File: src/rtl/exception_sequencer_pkg.sv
// Shared types and constants for the exception sequencer.
// SPR map, FSM encoding, cause indices and the cause-to-EPC policy.
package exc_pkg;

  localparam logic [2:0] SPR_SR   = 3'd0;
  localparam logic [2:0] SPR_ESR  = 3'd1;
  localparam logic [2:0] SPR_ECA  = 3'd2;
  localparam logic [2:0] SPR_EPC  = 3'd3;
  localparam logic [2:0] SPR_EDPC = 3'd4;

  typedef enum logic [1:0] {
    ST_IDLE,
    ST_SAVE,
    ST_VECTOR,
    ST_RESTORE
  } state_t;

  localparam int CAUSE_RESET = 0;
  localparam int CAUSE_ILL   = 1;
  localparam int CAUSE_MAL   = 2;
  localparam int CAUSE_PFF   = 19;
  localparam int CAUSE_PFLS  = 20;

  localparam logic [22:0] REPEAT_MASK_DEF = 23'h1E0000;
  localparam logic [4:0]  IL_MAX = 5'd22;

  typedef struct packed {
    logic [4:0]  il;
    logic [22:0] mca;
    logic [31:0] pc;
    logic [31:0] pcn;
    logic [31:0] dpc;
  } hold_t;

  function automatic logic [4:0] clamp_il(input logic [4:0] il);
    return (il > IL_MAX) ? IL_MAX : il;
  endfunction

endpackage

File: src/rtl/exception_sequencer_if.sv
// Fetch redirect handshake between the sequencer and the fetch stage.
// Payload (pc, flush) is held stable while valid waits for ready.
interface exception_sequencer_if;
  logic        redirect_valid;
  logic [31:0] redirect_pc;
  logic        redirect_ready;
  logic        flush;

  modport master (
    output redirect_valid,
    output redirect_pc,
    output flush,
    input  redirect_ready
  );

  modport slave (
    input  redirect_valid,
    input  redirect_pc,
    input  flush,
    output redirect_ready
  );
endinterface

File: src/rtl/exc_spr_file.sv
// Exception SPRs with hardware-save priority over movi2s writes.
// Read port is combinational and shows stored contents only.
module exc_spr_file
  import exc_pkg::*;
(
  input  logic        clk,
  input  logic        reset,
  input  logic        we,
  input  logic [2:0]  wa,
  input  logic [31:0] wd,
  input  logic [2:0]  ra,
  output logic [31:0] rd,
  input  logic        save,
  input  hold_t       hold,
  input  logic        use_pc,
  input  logic        sr_clr,
  input  logic        sr_restore,
  output logic [31:0] sr,
  output logic [31:0] epc
);

  logic [31:0] esr;
  logic [31:0] eca;
  logic [31:0] edpc;

  always_ff @(posedge clk) begin
    if (reset) begin
      sr   <= '0;
      esr  <= '0;
      eca  <= '0;
      epc  <= '0;
      edpc <= '0;
    end else if (save) begin
      esr  <= sr;
      eca  <= {9'd0, hold.mca};
      epc  <= use_pc ? hold.pc : hold.pcn;
      edpc <= hold.dpc;
      sr   <= '0;
    end else if (sr_clr) begin
      sr <= '0;
    end else if (sr_restore) begin
      sr <= esr;
    end else if (we) begin
      case (wa)
        SPR_SR:   sr   <= wd;
        SPR_ESR:  esr  <= wd;
        SPR_ECA:  eca  <= {9'd0, wd[22:0]};
        SPR_EPC:  epc  <= wd;
        SPR_EDPC: edpc <= wd;
        default:  ;
      endcase
    end
  end

  always_comb begin
    rd = '0;
    case (ra)
      SPR_SR:   rd = sr;
      SPR_ESR:  rd = esr;
      SPR_ECA:  rd = eca;
      SPR_EPC:  rd = epc;
      SPR_EDPC: rd = edpc;
      default:  rd = '0;
    endcase
  end

endmodule

File: src/rtl/exception_sequencer.sv
// ISR entry/return sequencer: saves state, owns SR, redirects fetch.
// Requests arriving while busy are dropped; the source re-asserts.
module exception_sequencer
  import exc_pkg::*;
#(
  parameter logic [31:0] SISR        = 32'h0000_0000,
  parameter logic [31:0] RESET_PC    = 32'h0000_0000,
  parameter logic [22:0] REPEAT_MASK = REPEAT_MASK_DEF
) (
  input  logic        clk,
  input  logic        reset,
  input  logic        jisr,
  input  logic [4:0]  il,
  input  logic [22:0] mca,
  input  logic [31:0] pc,
  input  logic [31:0] pc_next,
  input  logic [31:0] dpc,
  input  logic        eret,
  input  logic        spr_we,
  input  logic [2:0]  spr_wa,
  input  logic [31:0] spr_wd,
  input  logic [2:0]  spr_ra,
  output logic [31:0] spr_rd,
  output logic [31:0] sr,
  exception_sequencer_if.master rdr,
  output logic        busy
);

  state_t      state;
  state_t      state_n;
  hold_t       hold;
  logic [31:0] tgt;
  logic [31:0] epc;
  logic        idle;
  logic        rst_req;
  logic        rv;
  logic [31:0] rpc;

  assign idle    = (state == ST_IDLE);
  assign rst_req = idle && jisr && (il == 5'd0);

  always_ff @(posedge clk) begin
    if (reset) begin
      state <= ST_IDLE;
      hold  <= '0;
      tgt   <= '0;
    end else begin
      state <= state_n;
      if (idle && jisr) begin
        hold.il  <= clamp_il(il);
        hold.mca <= mca;
        hold.pc  <= pc;
        hold.pcn <= pc_next;
        hold.dpc <= dpc;
        tgt      <= (il == 5'd0) ? RESET_PC : SISR;
      end
    end
  end

  always_comb begin
    state_n = state;
    rv      = 1'b0;
    rpc     = '0;
    unique case (state)
      ST_IDLE: begin
        if (jisr)
          state_n = (il == 5'd0) ? ST_VECTOR : ST_SAVE;
        else if (eret)
          state_n = ST_RESTORE;
      end
      ST_SAVE: state_n = ST_VECTOR;
      ST_VECTOR: begin
        rv  = 1'b1;
        rpc = tgt;
        if (rdr.redirect_ready)
          state_n = ST_IDLE;
      end
      ST_RESTORE: begin
        rv  = 1'b1;
        rpc = epc;
        if (rdr.redirect_ready)
          state_n = ST_IDLE;
      end
      default: state_n = ST_IDLE;
    endcase
  end

  assign rdr.redirect_valid = rv;
  assign rdr.redirect_pc    = rpc;
  assign rdr.flush          = rv;
  assign busy               = !idle;

  // writes are dropped on any cycle where hardware also updates SPRs
  exc_spr_file u_spr (
    .clk        (clk),
    .reset      (reset),
    .we         (spr_we && idle && !jisr && !eret),
    .wa         (spr_wa),
    .wd         (spr_wd),
    .ra         (spr_ra),
    .rd         (spr_rd),
    .save       (state == ST_SAVE),
    .hold       (hold),
    .use_pc     (REPEAT_MASK[hold.il]),
    .sr_clr     (rst_req),
    .sr_restore (idle && eret && !jisr),
    .sr         (sr),
    .epc        (epc)
  );

endmodule

File: src/flat_wrapper.sv
// flat-port wrapper written by rule: the top's interface ports become plain ports
module exception_sequencer_flat import exc_pkg::*;
#(
  parameter logic [31:0] SISR        = 32'h0000_0000,
  parameter logic [31:0] RESET_PC    = 32'h0000_0000,
  parameter logic [22:0] REPEAT_MASK = REPEAT_MASK_DEF
)
  (clk, reset, jisr, il, mca, pc, pc_next, dpc, eret, spr_we, spr_wa, spr_wd, spr_ra, spr_rd, sr, busy, rdr_redirect_valid, rdr_redirect_pc, rdr_flush, rdr_redirect_ready);
  exception_sequencer_if rdr_i ();
  input  logic clk;
  input  logic reset;
  input  logic jisr;
  input  logic [4:0] il;
  input  logic [22:0] mca;
  input  logic [31:0] pc;
  input  logic [31:0] pc_next;
  input  logic [31:0] dpc;
  input  logic eret;
  input  logic spr_we;
  input  logic [2:0] spr_wa;
  input  logic [31:0] spr_wd;
  input  logic [2:0] spr_ra;
  output logic [31:0] spr_rd;
  output logic [31:0] sr;
  output logic busy;
  output wire logic [$bits(rdr_i.redirect_valid)-1:0] rdr_redirect_valid;
  output wire logic [$bits(rdr_i.redirect_pc)-1:0] rdr_redirect_pc;
  output wire logic [$bits(rdr_i.flush)-1:0] rdr_flush;
  input wire logic [$bits(rdr_i.redirect_ready)-1:0] rdr_redirect_ready;
  assign rdr_redirect_valid = rdr_i.redirect_valid;
  assign rdr_redirect_pc = rdr_i.redirect_pc;
  assign rdr_flush = rdr_i.flush;
  assign rdr_i.redirect_ready = rdr_redirect_ready;
  exception_sequencer #(.SISR(SISR), .RESET_PC(RESET_PC), .REPEAT_MASK(REPEAT_MASK)) u_core (.clk(clk), .reset(reset), .jisr(jisr), .il(il), .mca(mca), .pc(pc), .pc_next(pc_next), .dpc(dpc), .eret(eret), .spr_we(spr_we), .spr_wa(spr_wa), .spr_wd(spr_wd), .spr_ra(spr_ra), .spr_rd(spr_rd), .sr(sr), .rdr(rdr_i), .busy(busy));
endmodule
File: config.mk
export PLATFORM = sky130hd
export DESIGN_NAME = exception_sequencer_flat
export DESIGN_NICKNAME = d
export VERILOG_FILES = /design/src/rtl/exception_sequencer_pkg.sv /design/src/rtl/exception_sequencer_if.sv /design/src/rtl/exc_spr_file.sv /design/src/rtl/exception_sequencer.sv /design/src/flat_wrapper.sv
export SDC_FILE = /design/constraint.sdc
export NUM_CORES = 1
export LEC_CHECK = 0
export ABC_AREA = 1
export BUFFER_PORTS_ARGS = -buffer_cell sky130_fd_sc_hd__buf_4
export CORE_MARGIN = 1
export CORE_UTILIZATION = 55
export CTS_CLUSTER_DIAMETER = 100
export CTS_CLUSTER_SIZE = 8
export DETAILED_ROUTE_END_ITERATION = 16
export GPL_ROUTABILITY_DRIVEN = 0
export PLACE_DENSITY = 0.8
export SLEW_MARGIN = 20
export SYNTH_ARGS = -nofsm -noshare
export SYNTH_HDL_FRONTEND = slang
export SYNTH_HIERARCHICAL = 1
export SYNTH_SLANG_ARGS = --single-unit
File: constraint.sdc
create_clock -name clk -period 3 [get_ports clk]
set_clock_uncertainty 0.15 [all_clocks]
set_input_delay 0.15 -clock clk [delete_from_list [all_inputs] [get_ports clk]]
set_output_delay 0.15 -clock clk [all_outputs]
set_load 0.005 [all_outputs]
== Word level (Yosys, flattened, before mapping) ==
Memory sizes are Yosys's and may differ from the RTL's. A register that Yosys moved wholly into a read port is not among the register bits.
Index checks and enable logic that the tools add are counted.

* Order comparisons: 2
* Mux-type cells: 36
* Reductions and logical operators: 29
* Eq/ne operators: 15

{| class="wikitable"
|+ Operators with widths
! kind !! number
|-
| 32-bit 2-to-1 mux || 20
|-
| 32-bit case mux with 5 select lines || 1
|-
| 23-bit 2-to-1 mux || 5
|-
| 4-bit AND reduction || 4
|-
| 5-bit 2-to-1 mux || 3
|-
| 2-bit nonzero test || 7
|-
| 3-bit by 2-bit equality test with 1-bit output, second input constant || 4
|-
| 2-bit 2-to-1 mux || 4
|-
| 1-bit logical AND || 7
|-
| 3-bit by 1-bit equality test with 1-bit output, second input constant || 2
|-
| 3-bit equality test, second input constant || 2
|-
| 3-bit logical NOT || 2
|-
| 5-bit by 6-bit less-than comparator with 1-bit output, second input constant || 1
|-
| 2-bit case mux with 3 select lines || 1
|-
| 5-bit > comparator, second input constant || 1
|-
| 5-bit logical NOT || 1
|-
| 2-bit equality test, second input constant || 2
|-
| 2-bit != test, second input constant || 2
|-
| 2-bit AND reduction || 2
|-
| 1-bit logical NOT || 3
|-
| 3-bit != test, second input constant || 1
|-
| 3-bit OR reduction || 1
|-
| 2-bit by 1-bit equality test with 1-bit output, second input constant || 1
|-
| 2-bit logical NOT || 1
|-
| 3 further kinds || 4
|}

* Memory bits (read-only): 32
* Flip-flop bits (word level): 277
* Memories: 1
* Output and inout port bits: 99
* Input port bits: 168
* Logic and storage cells: 94

{| class="wikitable"
|+ Memories
! memory !! words !! width !! rd ports !! clocked after Yosys merged registers in !! wr ports !! RTL line !! source
|-
| (no name shown) || 32 || 1 || 1 || 1 || 0 || exception_sequencer.sv:104 || <nowiki>.use_pc (REPEAT_MASK[hold.il]),</nowiki>
|}

== Longest topological paths before layout ==
* Depth in word-level cells: 8
* Gate-level depth with buffers: 16
* Mapped depth without buffers: 13

== Cells and area by module ==
The synthesis kept the hierarchy.

{| class="wikitable"
|+ By module, submodules not included
! module !! times used !! area an instance (µm²) !! cells an instance
|-
| exc_spr_file || 1 || 8843.5 || 1454
|-
| exception_sequencer || 1 || 4859.7 || 649
|}

== Worst setup path after synthesis ==
OpenSTA, ideal clock, no wires.

* Path type: reg-to-reg
* From: register u_core.state[1]
* To: register u_core.u_spr.esr[0]
* Cell stages (with the launch flop): 16
* Arrival: 1.856 ns
* Buffers on the path: 3
* Path slack: 0.881 ns
* Path through: dfxtp_1 inv_2 nand2_4 nor2_4 buf_6 inv_4 buf_2 nor2_1 inv_2 nand2_1 nor2_4 nand2_2 nand2_2 buf_2 nor2_1 nor2_1

{| class="wikitable"
|+ RTL lines
! element !! RTL line !! source
|-
| start: declaration || exception_sequencer.sv:29 || <nowiki>state_t state;</nowiki>
|-
| start signal: assignment || exception_sequencer.sv:48 || <nowiki>state <= state_n;</nowiki>
|-
| 2-bit logical NOT || exception_sequencer.sv:39 || <nowiki>assign idle = (state == ST_IDLE);</nowiki>
|-
| 1-bit logical AND (2 in series) || exception_sequencer.sv:40 || <nowiki>assign rst_req = idle && jisr && (il == 5'd0);</nowiki>
|-
| net u_core.rst_req || exception_sequencer.sv:35 || <nowiki>logic rst_req;</nowiki>
|-
| 2-bit != test (no line) || -- ||
|-
| 4-bit AND reduction (no line) || -- ||
|-
| end signal: assignment || exc_spr_file.sv:34 || <nowiki>esr <= sr;</nowiki>
|-
| end signal: assignment || exc_spr_file.sv:46 || <nowiki>SPR_ESR: esr <= wd;</nowiki>
|-
| end: declaration || exc_spr_file.sv:22 || <nowiki>logic [31:0] esr;</nowiki>
|}

The timed path passes the listed nets, and every way through them passes these cells.
A chain may end at the register's enable or synchronous reset.

== Final worst setup path ==
* From: input port il[0]
* To: register u_core.u_spr.epc[23]

* Word-level cells in the longest chain between the ends: 4

{| class="wikitable"
|+ Ends and longest elaborated chain
! element !! RTL line !! source
|-
| start: declaration || flat_wrapper.sv:13 || <nowiki>input logic [4:0] il;</nowiki>
|-
| 5-bit logical NOT || exception_sequencer.sv:40 ||
|-
| 1-bit logical AND || exception_sequencer.sv:40 ||
|-
| net u_core.rst_req || exception_sequencer.sv:35 ||
|-
| 2-bit != test (no line) || -- ||
|-
| 4-bit AND reduction (no line) || -- ||
|-
| end signal: assignment || exc_spr_file.sv:36 || <nowiki>epc <= use_pc ? hold.pc : hold.pcn;</nowiki>
|-
| end signal: assignment || exc_spr_file.sv:48 || <nowiki>SPR_EPC: epc <= wd;</nowiki>
|-
| end: declaration || exc_spr_file.sv:19 || <nowiki>output logic [31:0] epc</nowiki>
|}

The timed path passes the listed nets, and every way through them passes these cells.

==> results.cfg <==
[die]
pin_count = 267
die_area_mm2 = 0.0255
core_area_mm2 = 0.0243
placementRows = 57
initial_utilization_pct = 56.2
die_w_um = 160
die_h_um = 160

[clocking]
clk_path_buf_depth = 3
clk_latency_ns = 0.52
numCtsBuffers = 40
cts_htree_levels = 2
root_buffer = clkbuf_16
cts_hold_buf = 162
cts.sinks = 277
cts_tree = yes
clk_pin_slew_ns = 0.05
postCtsSetupBuffers = 0
cts_resized = 0

[worst_setup_path]
cp_data_required_time_ns = 3.30
critPathArrivalTime_ns = 2.90
crit_path_frequent_cell = nor2_1
crit_type = input port to flop
timing.critical_path.slowest_stage_cell = dlygate4sd3_1
worstPathMaxFanout = 30
endpoint_kind = flop
max_stage_delay_ns = 0.54
crit_path_start_kind = input port
crit_chain = dlygate4sd3_1, buf_4, nor3_1, nand3_1, nor2_1, inv_2, nand2_1, nor2_4, nand2_2, nand2_2, inv_2, nor2_1, nor2_1

[sta]
fin_tns_setup_ns = 0
rsz0062_at_grt = no
hold_violations = 0
finalCritPeriodShare_pct = 86.8
max-slew-margin-rel_pct = 30.7
setup_viol = 0
worst_pin_slew_ns = 1.03
drv_slew = 0
fin_crit_ns = 2.60
max_freq_mhz = 384

[power]
power_switching_mw = 3.29
ir_worst_vdd_mv = 0.386
netSwitchingFraction_pct = 31.1
internal-power_mw = 7.31
power_frac_seq_pct = 40.7
pwr-share-clk_pct = 37.0
p_total_mw = 10.6
combPwrFrac_pct = 22.2
cellLeakagePower_nw = 8.35
power.density_mw_per_mm2 = 584

[final_layout]
final_layout_size_suffix_gt1_share_pct = 15.9
fin_cells = 2773
register_area_mm2 = 0.00555
area_delta_synth_final_pct = 32.8
antennaDiodeCount = 0
fin_util_pct = 74.6
final_nets = 2617
n_fill_cell = 1831
fin_area_mm2 = 0.0181
multi_input_area_mm2 = 0.00679

[routing]
drtIter0Drc = 2161
post_drt_wl_per_cell_um = 19.1
viasPerCell = 5.88
drc = 0
vias = 16300
drtAntennaViolNets = 0
first_pass_iters = 6
finalWirelength_um = 53100

[synth]
yosys_warnings = 6
synth_nets = 2267
syn_area_per_cell_um2 = 6.51
synth_area_mm2 = 0.0137
synthesis.instances = 2099

[placed_design]
portBuffers = 266
dp_hpwl_um = 31900
postPlaceCellArea_mm2 = 0.0155
placed_cells = 2569

[min_path]
hold_path.class = input port to flop

[global_routing]
antenna_found_initial = 0
grt_first_pass_wirelength_um = 81100
grt_max_degree = 121
grt_overflow = 0
grt_pass1_vias = 15600
grt_usage_pct = 40.5

[status]
status = complete, no violations

[run]
max_cap_violations = 0
-- stage by stage --
stage          worst slack [ns]  hold WS [ns]
6_report                  0.397        0.0896
5_1_grt                   0.299         0.110
4_1_cts                   0.603        0.0655
3_5_place_dp              0.625         0.226
3_3_place_gp              0.674         0.222
2_1_floorplan             0.881        0.0691
-- routing by layer --
layer | vias up | global-route usage (%) | part of all wire (%)
met5 | - | 0 | 0
li1 | 7395 | - | -
met2 | 1176 | 64.6 | 45
met4 | 0 | 30.6 | 8.2
met3 | 298 | 9.17 | 12
met1 | 7437 | 47.7 | 36
-- worst max-delay path, delay by kind of cell --
kind	cells	cell delay (ns)
simple gates	9	1.55
buf+inv	4	1.19
-- placed cells by master (no fill, tap or decap) --
master and instances:
nor2_4 3, inv_6 1, o21ai_4 1, a21oi_1 64, nor3_1 1, dfxtp_1 277, nand4_1 66, o21ai_2 1
clkinv_2 1, clkbuf_16 41, inv_4 1, nor2_1 515, buf_12 2, nand3_2 2, a21oi_2 2, o21ai_0 210
dlygate4sd3_1 162, nor2_2 11, nand3b_1 6, o22ai_1 7, a21boi_0 4, nand2_1 454, clkinv_1 4, nand2_4 2
o21a_1 4, o2111ai_1 9, o21ai_1 28, nand2_2 16, o211ai_1 1, a21boi_1 10, buf_4 295, inv_1 117
inv_2 9, nand3_1 120, nor3_2 2
-- sequential cells by signal, summed over array words and instances, names as in the netlist, named ones only --
name and count:
u_core/hold 123, u_core/u_spr/edpc 32, u_core/u_spr/epc 32, u_core/u_spr/esr 32, u_core/u_spr/sr 32, u_core/u_spr/eca 23
u_core/state 2
-- worst paths after layout --
path | start | to | slack (ns) | depth (start not counted)
max | il[0] | u_core/u_spr/epc[23] | 0.40 | 13
min | spr_wa[0] | u_core/u_spr/epc[12] | 0.09 | 7
max reg2reg | u_core/state[1] | u_core/hold[100] | 0.40 | 7
min reg2reg | u_core/u_spr/edpc[28] | u_core/u_spr/edpc[28] | 0.33 | 2
-- cell type report --
type / count / share of cell area, %
multi-input combinational: 1539 / 37.4
sequential: 277 / 30.6
timing repair buffer: 459 / 21.4
clock buffer: 41 / 5.65
inverter: 132 / 2.77
tap: 324 / 2.23
clock inverter: 1 / 0.0276
-- power groups by stage --
stage          registers, mW  logic, mW  clock network [mW]
2_1_floorplan           4.30       1.40                   0
3_3_place_gp            4.36       2.01                   0
3_5_place_dp            4.36       2.05                   0
4_1_cts                 4.30       2.24                3.91
5_1_grt                 4.35       2.53                4.09
6_report                4.32       2.36                3.93
No activity file was read; power rests on OpenSTA's default activity.
